<file path="config.mk">
export PLATFORM = sky130hd
export DESIGN_NAME = serial_parallel_rx
export DESIGN_NICKNAME = d
export VERILOG_FILES = /design/src/rtl/serial_parallel_rx_pkg.sv /design/src/rtl/sp_shift_in.sv /design/src/rtl/serial_parallel_rx.sv
export SDC_FILE = /design/constraint.sdc
export NUM_CORES = 1
export LEC_CHECK = 0
export BUFFER_PORTS_ARGS = -buffer_cell sky130_fd_sc_hd__buf_2
export CORE_ASPECT_RATIO = 0.9
export CORE_MARGIN = 4
export CORE_UTILIZATION = 45
export DETAILED_ROUTE_END_ITERATION = 8
export PLACE_DENSITY = 0.67
export SETUP_SLACK_MARGIN = 0.4
export SKIP_CTS_REPAIR_TIMING = 1
export SLEW_MARGIN = 20
export SYNTH_ARGS = -nofsm -noshare
export SYNTH_HDL_FRONTEND = slang
export SYNTH_HIERARCHICAL = 1
export SYNTH_SLANG_ARGS = --single-unit
</file>
<file path="constraint.sdc">
create_clock -name clk_8f -period 1.7 [get_ports clk_8f]
set_clock_uncertainty 0.15 [all_clocks]
set_input_delay 0.085 -clock clk_8f [delete_from_list [all_inputs] [get_ports clk_8f]]
set_output_delay 0.085 -clock clk_8f [all_outputs]
set_load 0.05 [all_outputs]
</file>
<file path="src/rtl/serial_parallel_rx_pkg.sv">
// Constants shared by the serial link transmitter and receiver.
package serial_parallel_rx_pkg;

    localparam logic [7:0] COMMA_K28_5 = 8'hBC;

    typedef enum logic [1:0] {
        StHunt   = 2'd0,
        StAlign  = 2'd1,
        StLocked = 2'd2
    } rx_state_e;

endpackage

</file>
<file path="src/rtl/sp_shift_in.sv">
// MSB-first serial-in shift register; word_o is the word including the bit being sampled now.
module sp_shift_in #(
    parameter int unsigned WIDTH = 8
) (
    input  logic             clk_i,
    input  logic             rst_ni,
    input  logic             bit_i,
    output logic [WIDTH-1:0] word_o
);

    logic [WIDTH-1:0] sh_q;

    assign word_o = {sh_q[WIDTH-2:0], bit_i};

    always_ff @(posedge clk_i) begin
        if (!rst_ni) begin
            sh_q <= '0;
        end else begin
            sh_q <= word_o;
        end
    end

endmodule

</file>
<file path="src/rtl/serial_parallel_rx.sv">
// Serial receiver: hunts for the comma bit-by-bit, confirms byte alignment over several
// commas, then presents recovered non-comma bytes once per byte period.
module serial_parallel_rx
    import serial_parallel_rx_pkg::*;
#(
    parameter int unsigned      WIDTH      = 8,
    parameter logic [WIDTH-1:0] COMMA      = COMMA_K28_5,
    parameter int unsigned      LOCK_COUNT = 4
) (
    input  logic             clk_8f,
    input  logic             reset,
    input  logic             data_in,
    output logic [WIDTH-1:0] data_out,
    output logic             valid_out,
    output logic             active,
    output logic             byte_strobe
);

    localparam int unsigned BitW = $clog2(WIDTH);
    localparam int unsigned CntW = $clog2(LOCK_COUNT + 1);

    rx_state_e        state_q;
    logic [BitW-1:0]  bit_cnt_q, bit_cnt_d;
    logic [CntW-1:0]  comma_cnt_q;
    logic [WIDTH-1:0] data_q;
    logic             valid_q, active_q, strobe_q;
    logic [WIDTH-1:0] word;
    logic             boundary;
    logic             is_comma;

    sp_shift_in #(
        .WIDTH (WIDTH)
    ) u_shift (
        .clk_i  (clk_8f),
        .rst_ni (reset),
        .bit_i  (data_in),
        .word_o (word)
    );

    always_comb begin
        boundary  = (bit_cnt_q == BitW'(WIDTH - 1));
        bit_cnt_d = boundary ? '0 : bit_cnt_q + 1'b1;
        is_comma  = (word == COMMA);
    end

    always_ff @(posedge clk_8f) begin
        if (!reset) begin
            state_q     <= StHunt;
            bit_cnt_q   <= '0;
            comma_cnt_q <= '0;
            data_q      <= '0;
            valid_q     <= 1'b0;
            active_q    <= 1'b0;
            strobe_q    <= 1'b0;
        end else begin
            strobe_q <= 1'b0;
            unique case (state_q)
                StHunt: begin
                    if (is_comma) begin
                        bit_cnt_q   <= '0;
                        comma_cnt_q <= CntW'(1);
                        if (LOCK_COUNT <= 1) begin
                            state_q  <= StLocked;
                            active_q <= 1'b1;
                        end else begin
                            state_q <= StAlign;
                        end
                    end
                end
                StAlign: begin
                    bit_cnt_q <= bit_cnt_d;
                    if (boundary) begin
                        if (!is_comma) begin
                            state_q     <= StHunt;
                            comma_cnt_q <= '0;
                        end else if (comma_cnt_q >= CntW'(LOCK_COUNT - 1)) begin
                            state_q     <= StLocked;
                            comma_cnt_q <= CntW'(LOCK_COUNT);
                            active_q    <= 1'b1;
                        end else begin
                            comma_cnt_q <= comma_cnt_q + 1'b1;
                        end
                    end
                end
                StLocked: begin
                    bit_cnt_q <= bit_cnt_d;
                    // Lock is sticky; a comma only clears valid, data_out keeps the last byte.
                    if (boundary) begin
                        strobe_q <= 1'b1;
                        if (is_comma) begin
                            valid_q <= 1'b0;
                        end else begin
                            data_q  <= word;
                            valid_q <= 1'b1;
                        end
                    end
                end
                default: state_q <= StHunt;
            endcase
        end
    end

    assign data_out    = data_q;
    assign valid_out   = valid_q;
    assign active      = active_q;
    assign byte_strobe = strobe_q;

endmodule

</file>
# After elaboration in Yosys (flattened, before gate mapping)
# Cells that the tools add are included.
[totals] reg_bits=26 inputBits=3 out_inout_bits=11 wordCells=46
[op_classes] n_addsub=2 order_cmp=1 eq_ne=7 muxes=15 n_bitwise=2 n_reduce_logical=11
[ops] operator="3-bit two-way mux" n=6
[ops] operator="3-bit one-hot mux with 2 select lines" n=2
[ops] operator="8-bit equality test (second input constant)" n=1
[ops] operator="2-bit two-way mux" n=4
[ops] operator="4-bit AND reduction" n=2
[ops] operator="3-bit by 1-bit adder with 3-bit output (second input constant)" n=2
[ops] operator="2-bit one-hot mux with 3 select lines" n=1
[ops] operator="2-bit AND reduction" n=3
[ops] operator="3-bit AND reduction" n=2
[ops] operator="2-bit != test (second input constant)" n=2
[ops] operator="2-bit nonzero test" n=2
[ops] operator="3-bit equality test (second input constant)" n=1
[ops] operator="3-bit by 2-bit greater-or-equal comparator with 1-bit output (second input constant)" n=1
[ops] operator="3-bit != test (second input constant)" n=1
[ops] operator="2-bit by 1-bit equality test with 1-bit output (second input constant)" n=1
[ops] operator="2-bit equality test (second input constant)" n=1
[ops] operator="2-bit logical NOT" n=1
[ops] operator="1-bit two-way mux" n=2
[ops] operator="1-bit NOT" n=2
[ops] operator="2-bit OR reduction" n=1

# Depth between registers and ports, before layout
# Gate-level depths: netlist of the first run.
[logic_depth] word_depth=5 ltp_mapped=7 depth_no_buf=6

# Modules after synthesis
# The synthesis of the first run kept the hierarchy.
[by_module_without_submodules] module="serial_parallel_rx" instances=1 cells_per_inst=95 area_each_um2=964.7 seq_area_each_um2=380.4
[by_module_without_submodules] module="sp_shift_in" instances=1 cells_per_inst=15 area_each_um2=191.4 seq_area_each_um2=140.1

# Least setup slack after synthesis of the first run
# No wires, ideal clock.
[synth_path] path_kind="register to register" startpoint="register bit_cnt_q[0]" endpoint="register comma_cnt_q[0]" setup_time_ps=119 arrival_time_ps=1392 t_required_ps=1431 path_slack_ps=40 stages_incl_launch_ff=6 path_buffers=0 synth_period_minus_slack_ps=1660 cell_sequence="dfxtp_1 ha_1 ha_1 or2b_2 o211a_4 o221a_1"
[synth_via] elab_chain_len=3
[synth_lines] item="start: declaration" line_no="serial_parallel_rx.sv:23" text="logic [BitW-1:0] bit_cnt_q, bit_cnt_d;"
[synth_lines] item="start signal: assignment" line_no="serial_parallel_rx.sv:71" text="bit_cnt_q <= bit_cnt_d;"
[synth_lines] item="start signal: assignment" line_no="serial_parallel_rx.sv:86" text="bit_cnt_q <= bit_cnt_d;"
[synth_lines] item="3-bit equality test" line_no="serial_parallel_rx.sv:41" text="boundary = (bit_cnt_q == BitW'(WIDTH - 1));"
[synth_lines] item="net boundary" line_no="serial_parallel_rx.sv:28" text="logic boundary;"
[synth_lines] item="2-bit != test (no line)"
[synth_lines] item="3-bit AND reduction (no line)"
[synth_lines] item="end signal: assignment" line_no="serial_parallel_rx.sv:61" text="comma_cnt_q <= CntW'(1);"
[synth_lines] item="end signal: assignment" line_no="serial_parallel_rx.sv:78" text="comma_cnt_q <= CntW'(LOCK_COUNT);"
[synth_lines] item="end signal: assignment" line_no="serial_parallel_rx.sv:81" text="comma_cnt_q <= comma_cnt_q + 1'b1;"
[synth_lines] item="end: declaration" line_no="serial_parallel_rx.sv:24" text="logic [CntW-1:0] comma_cnt_q;"
# The timed path passes the listed nets, and every way through them passes these cells.
# A chain may end at the register's enable or synchronous reset.

# Final worst setup path of the first run
[layout_path] startpoint="register comma_cnt_q[0]" endpoint="register state_q[1]"
[layout_via] elab_chain_len=3
[layout_lines] item="3-bit by 2-bit greater-or-equal comparator with 1-bit output" line_no="serial_parallel_rx.sv:76" text="end else if (comma_cnt_q >= CntW'(LOCK_COUNT - 1)) begin"
[layout_lines] item="3-bit != test (no line)"
[layout_lines] item="4-bit AND reduction (no line)"
[layout_lines] item="end signal: assignment" line_no="serial_parallel_rx.sv:74" text="state_q <= StHunt;"
[layout_lines] item="end signal: assignment" line_no="serial_parallel_rx.sv:77" text="state_q <= StLocked;"
[layout_lines] item="end signal: assignment" line_no="serial_parallel_rx.sv:98" text="default: state_q <= StHunt;"
[layout_lines] item="end: declaration" line_no="serial_parallel_rx.sv:22" text="rx_state_e state_q;"
# Every way passes these cells.

==> impl_metrics.ini, run 1 <==
[routing]
first_pass_iters = 4
drt_iter0_drc = 31
via_count = 868
drt-total-wl_mm = 2.34
post-route-drc-count = 0
wl_per_cell_um = 14.4
vias_per_cell = 5.33
ant_nets = 0

[final_layout]
nets = 146
drive_above_1_share_pct = 44.4
syn2layout_area_growth_pct = 30.5
diodes = 0

[cts]
clock_path_buffers = 2
clock_tree.root_cell = clkbuf_4
htreeDepth = 1
cts.clk_slew.worst_paths_ns = 0.14
cts_tree = done
clkSinkCount = 26
clock_latency_ns = 0.32
cts_buffers = 3

[yosys]
netlist_area_mm2 = 0.00116
ys_seq_area_share_pct = 45.0
yosysTopAreaCellShare_pct = 45.0
yosys_most_used_dff = dfxtp_1
synthTopCellsByArea = dfxtp_1 45%, mux2i_1 9.5%, ha_1 7.6%
yosysWarnings = 6
synthTopCellsByCount = 26 x dfxtp_1, 11 x mux2i_1, 9 x nor2b_1, 8 x and2_1, 8 x nand2_1
yosys.area.top_type = dfxtp_1
synth.most_common_cell = dfxtp_1
yosysUniqueCellTypes = 33
syn_nets = 120
synth_cells = 110
synth_edf_count = 0
syn_area_per_cell_um2 = 10.5
synth-seq-cells = 26
async_flop_share_pct = 0

[sta]
slew_headroom_pct = 72.4
finalSetupViolCount = 0
fin_crit_sh_pct = 96.3
clock.fmax_mhz = 611
setup_ws_ns = 0.0628
tightest_slew_ns = 0.413
slew_violations = 0
holdWs_ns = 0.0433
final.min_clock_period_ns = 1.64
rsz0062_at_grt = true
hold_viol_final = 0

[setup_path]
cp_common_cell = ha_4
cp_data_required_time_ns = 1.81
cpPeakStageDelay_ns = 0.39
arrival_ns = 1.75
cp_max_fo = 4
setup.worst_path.class = register to register
path_cells = ha_4, ha_4, a211oi_4, a41oi_2, nand3_2, mux2i_1
cp_slowest_cell = dfxtp_4
cp-end-kind = register
critPathTopFamily = flip-flops
setup.worst_path.start_class = register
crit_buf_inv = 0

[min_path]
hp-class = input port to register

[status]
status = complete, no violations

[grt]
overflow = 0
grt_max_degree = 30
grt_pass1_wl_mm = 3.67
antenna_found_initial = 0
grt_usage_pct = 13.8
grt_pass1_vias = 842

[die]
ios = 14
rows = 17
die-area_mm2 = 0.00345
core-area_mm2 = 0.00245
die_h_um = 56.1
start_util_pct = 47.3
dieWidth_um = 61.4

[pwr]
power-per-cell-area_mw_per_mm2 = 629
max-vdd-ir-drop_v = 0.000742
power.leakage_nw = 0.587

[place]
port_buffers = 13
gp_congestion = 0.682
post-dp-hpwl_mm = 1.51
dpl_worst_slack_ns = 0.0215

[run]
max-cap-violations = 0
## area by class of cell
type / count / area [um2]
Fill cell: 207 / 937
Sequential cell: 26 / 537
Tap cell: 28 / 35.0
Timing Repair Buffer: 25 / 165
Multi-Input combinational cell: 77 / 724
Inverter: 3 / 11.3
Clock buffer: 4 / 36.3
## final timing paths
check	from	endpoint	slack [ns]	cells after the start
worst max-delay path	comma_cnt_q[0]	state_q[1]	0.06	6
worst max register to register	comma_cnt_q[0]	state_q[1]	0.06	6
worst min-delay path	reset	active	0.04	2
worst min register to register	active	active	0.33	1
## kinds of logic (layout without fill, tap and decap cells)
| kind of cell | count (synthesis) | count (layout) | share of synthesized area, % |
|---|---|---|---|
| compound gates | 17 | 17 | 12.2 |
| buf+inv | 7 | 32 | 3.90 |
| mux | 11 | 11 | 9.52 |
| simple gates | 42 | 42 | 21.8 |
| fa+ha+maj | 7 | 7 | 7.58 |
| flops | 26 | 26 | 45.0 |
## stage by stage
step           cells  TNS, ns  util (%)  total power (W)  cell area, um2
2_1_floorplan    110        0         -         0.000644            1240
3_3_place_gp     150        0      54.3         0.000648            1330
3_5_place_dp     150        0      54.3         0.000648            1330
4_1_cts          154  -0.0204      55.8         0.000956            1370
5_1_grt          163  -0.0141      61.7         0.000983            1510
6_report         163        0      61.7         0.000949            1510
## registers in the layout (all words and copies together), names as in the netlist
name          cells
active            1
bit_cnt_q         3
byte_strobe       1
comma_cnt_q       3
data_out          8
state_q           2
u_shift/sh_q      7
valid_out         1
## routing by layer
| metal | vias up | part of all wire (%) | track usage (%) |
|---|---|---|---|
| li1 | 434 | - | - |
| met1 | 419 | 46 | 17.5 |
| met2 | 13 | 49 | 22.1 |
| met3 | 2 | 3.6 | 5.10 |
| met4 | 0 | 0.94 | 2.73 |
| met5 | - | 0 | 0 |
## where the power goes
group	internal [W]	switching (W)
Sequential	0.000609	0.00000241
Clock	0.000131	0.000186
Combinational	0.0000102	0.0000104
## layout by cell type, fill, tap and decap left out, types with 4 or more instances in the layout
| master | synthesis | routed |
|---|---|---|
| and2_1 | 8 | 7 |
| buf_2 | 0 | 13 |
| buf_4 | 1 | 9 |
| dfxtp_1 | 26 | 19 |
| dfxtp_2 | 0 | 4 |
| ha_4 | 0 | 5 |
| mux2i_1 | 11 | 11 |
| nand2_1 | 8 | 7 |
| nand3_1 | 6 | 5 |
| nor2b_1 | 9 | 9 |
Note: power is estimated with default switching activity, not from simulation.
==> run 2, diff against run 1 <==
- CORE_UTILIZATION: 45 -> 46
- PLACE_DENSITY: 0.67 -> 0.68
==> run 2 against run 1 <==
Worst setup slack better by 0.026 ns. Register-to-register slack better by 0.03 ns. Sequential cell count unchanged. Die area down 1.9%. Largest cell class unchanged.
==> impl_metrics.ini, run 2 (synthesized netlist as in run 1, its figures left out) <==
[status]
status = complete, no violations

[min_path]
hp-class = input port to register

[place]
post-dp-hpwl_mm = 1.50
placed_cell_area_mm2 = 0.00132
port_buffers = 13
dpl_worst_slack_ns = 0.0335
gp_congestion = 0.778

[routing]
drt-total-wl_mm = 2.26
via_count = 844
vias_per_cell = 5.28
first_pass_iters = 4
drt_iter0_drc = 9
ant_nets = 0
post-route-drc-count = 0
wl_per_cell_um = 14.2

[grt]
grt_util_met1_pct = 19.5
grt-busiest-layer = met2
met2_usage_pct = 21.2
grt_max_degree = 30
overflow = 0
grt_usage_pct = 14.1
antenna_found_initial = 0
grt_pass1_vias = 825
grt_pass1_wl_mm = 3.70
use_met3_pct = 4.20

[final_layout]
layout_common_cells = 18 x dfxtp_1, 13 x buf_2, 11 x mux2i_1
largest_register_ffs = 8
post-route-cell-area_mm2 = 0.00154
drive_above_1_share_pct = 43.6
nets = 144
diodes = 0
postLayoutCoreUtil_pct = 67.5
syn2layout_area_growth_pct = 33.3
final_common_cell = dfxtp_1

[cts]
cts_tree = done
htreeDepth = 1
clock_path_buffers = 2
clock_latency_ns = 0.32
cts_buffers = 3
cts.clk_slew.worst_paths_ns = 0.14
clock_tree.root_cell = clkbuf_4
clkSinkCount = 26

[sta]
holdWs_ns = 0.0450
finalSetupViolCount = 0
rsz0062_at_grt = true
slew_violations = 0
slew_headroom_pct = 71.1
fin_crit_sh_pct = 94.8
setup_ws_ns = 0.0888
clock.fmax_mhz = 621
tightest_slew_ns = 0.434
final.min_clock_period_ns = 1.61
hold_viol_final = 0
final.setup.tns_ns = 0

[setup_path]
cp_data_required_time_ns = 1.81
cp_slowest_cell = dfxtp_4
cp_max_fo = 4
path_cells = ha_4, ha_4, a211oi_4, a41oi_2, nand3_2, mux2i_1
cp-end-kind = register
cp_common_cell = ha_4
arrival_ns = 1.72
cpPeakStageDelay_ns = 0.40
setup.worst_path.class = register to register
setup.worst_path.start_class = register

[die]
die-area_mm2 = 0.00338
dieWidth_um = 60.8
die_h_um = 55.6
rows = 16
start_util_pct = 50.7
core-area_mm2 = 0.00228
ios = 14

[pwr]
power-per-cell-area_mw_per_mm2 = 682
power.leakage_nw = 0.594
max-vdd-ir-drop_v = 0.000741

[run]
max-cap-violations = 0
-- run 2: area by class of cell --
cell class | count | area, um2
multi-input combinational | 77 | 748
fill | 184 | 741
sequential | 26 | 541
timing repair buffer | 23 | 150
tap | 27 | 33.8
clock inverter | 1 | 30.0
clock buffer | 3 | 22.5
inverter | 3 | 16.3
-- run 2: final timing paths --
kind         depth (start not counted)      startpoint  slack (ns)          to
max                                  6  comma_cnt_q[0]        0.09  state_q[0]
max reg2reg                          6  comma_cnt_q[0]        0.09  state_q[0]
min reg2reg                          1          active        0.34      active
min                                  2           reset        0.04      active
-- run 2: per-stage QoR --
| stage | instances | power (W) |
|---|---|---|
| after global placement | 148 | 0.000647 |
| final | 160 | 0.00105 |
| after global routing | 160 | 0.00109 |
| after CTS | 152 | 0.00107 |
| after floorplan | 110 | 0.000644 |
| after detailed placement | 148 | 0.000648 |
-- run 2: critical path, delay by kind of cell (launching register included) --
kind	cells	cell delay, ns
muxes	1	0.18
adders and majority gates	2	0.32
DFF	1	0.40
and+or+nand+nor	1	0.12
AOI/OAI and AO/OA	2	0.37
-- run 2: power by group --
part,internal [W],switching (W),leakage (nW)
Combinational,0.0000102,0.0000107,0.351
Sequential,0.000607,0.00000249,0.215
Clock,0.000238,0.000183,0.0279
-- run 2: routing by layer --
layer  vias up  routed length, um  part of all wire (%)
met5         -                  0                     0
met1       399               1150                    51
li1        431                  -                     -
met2        12               1030                    45
met3         2                 72                   3.2
met4         0                 15                  0.66
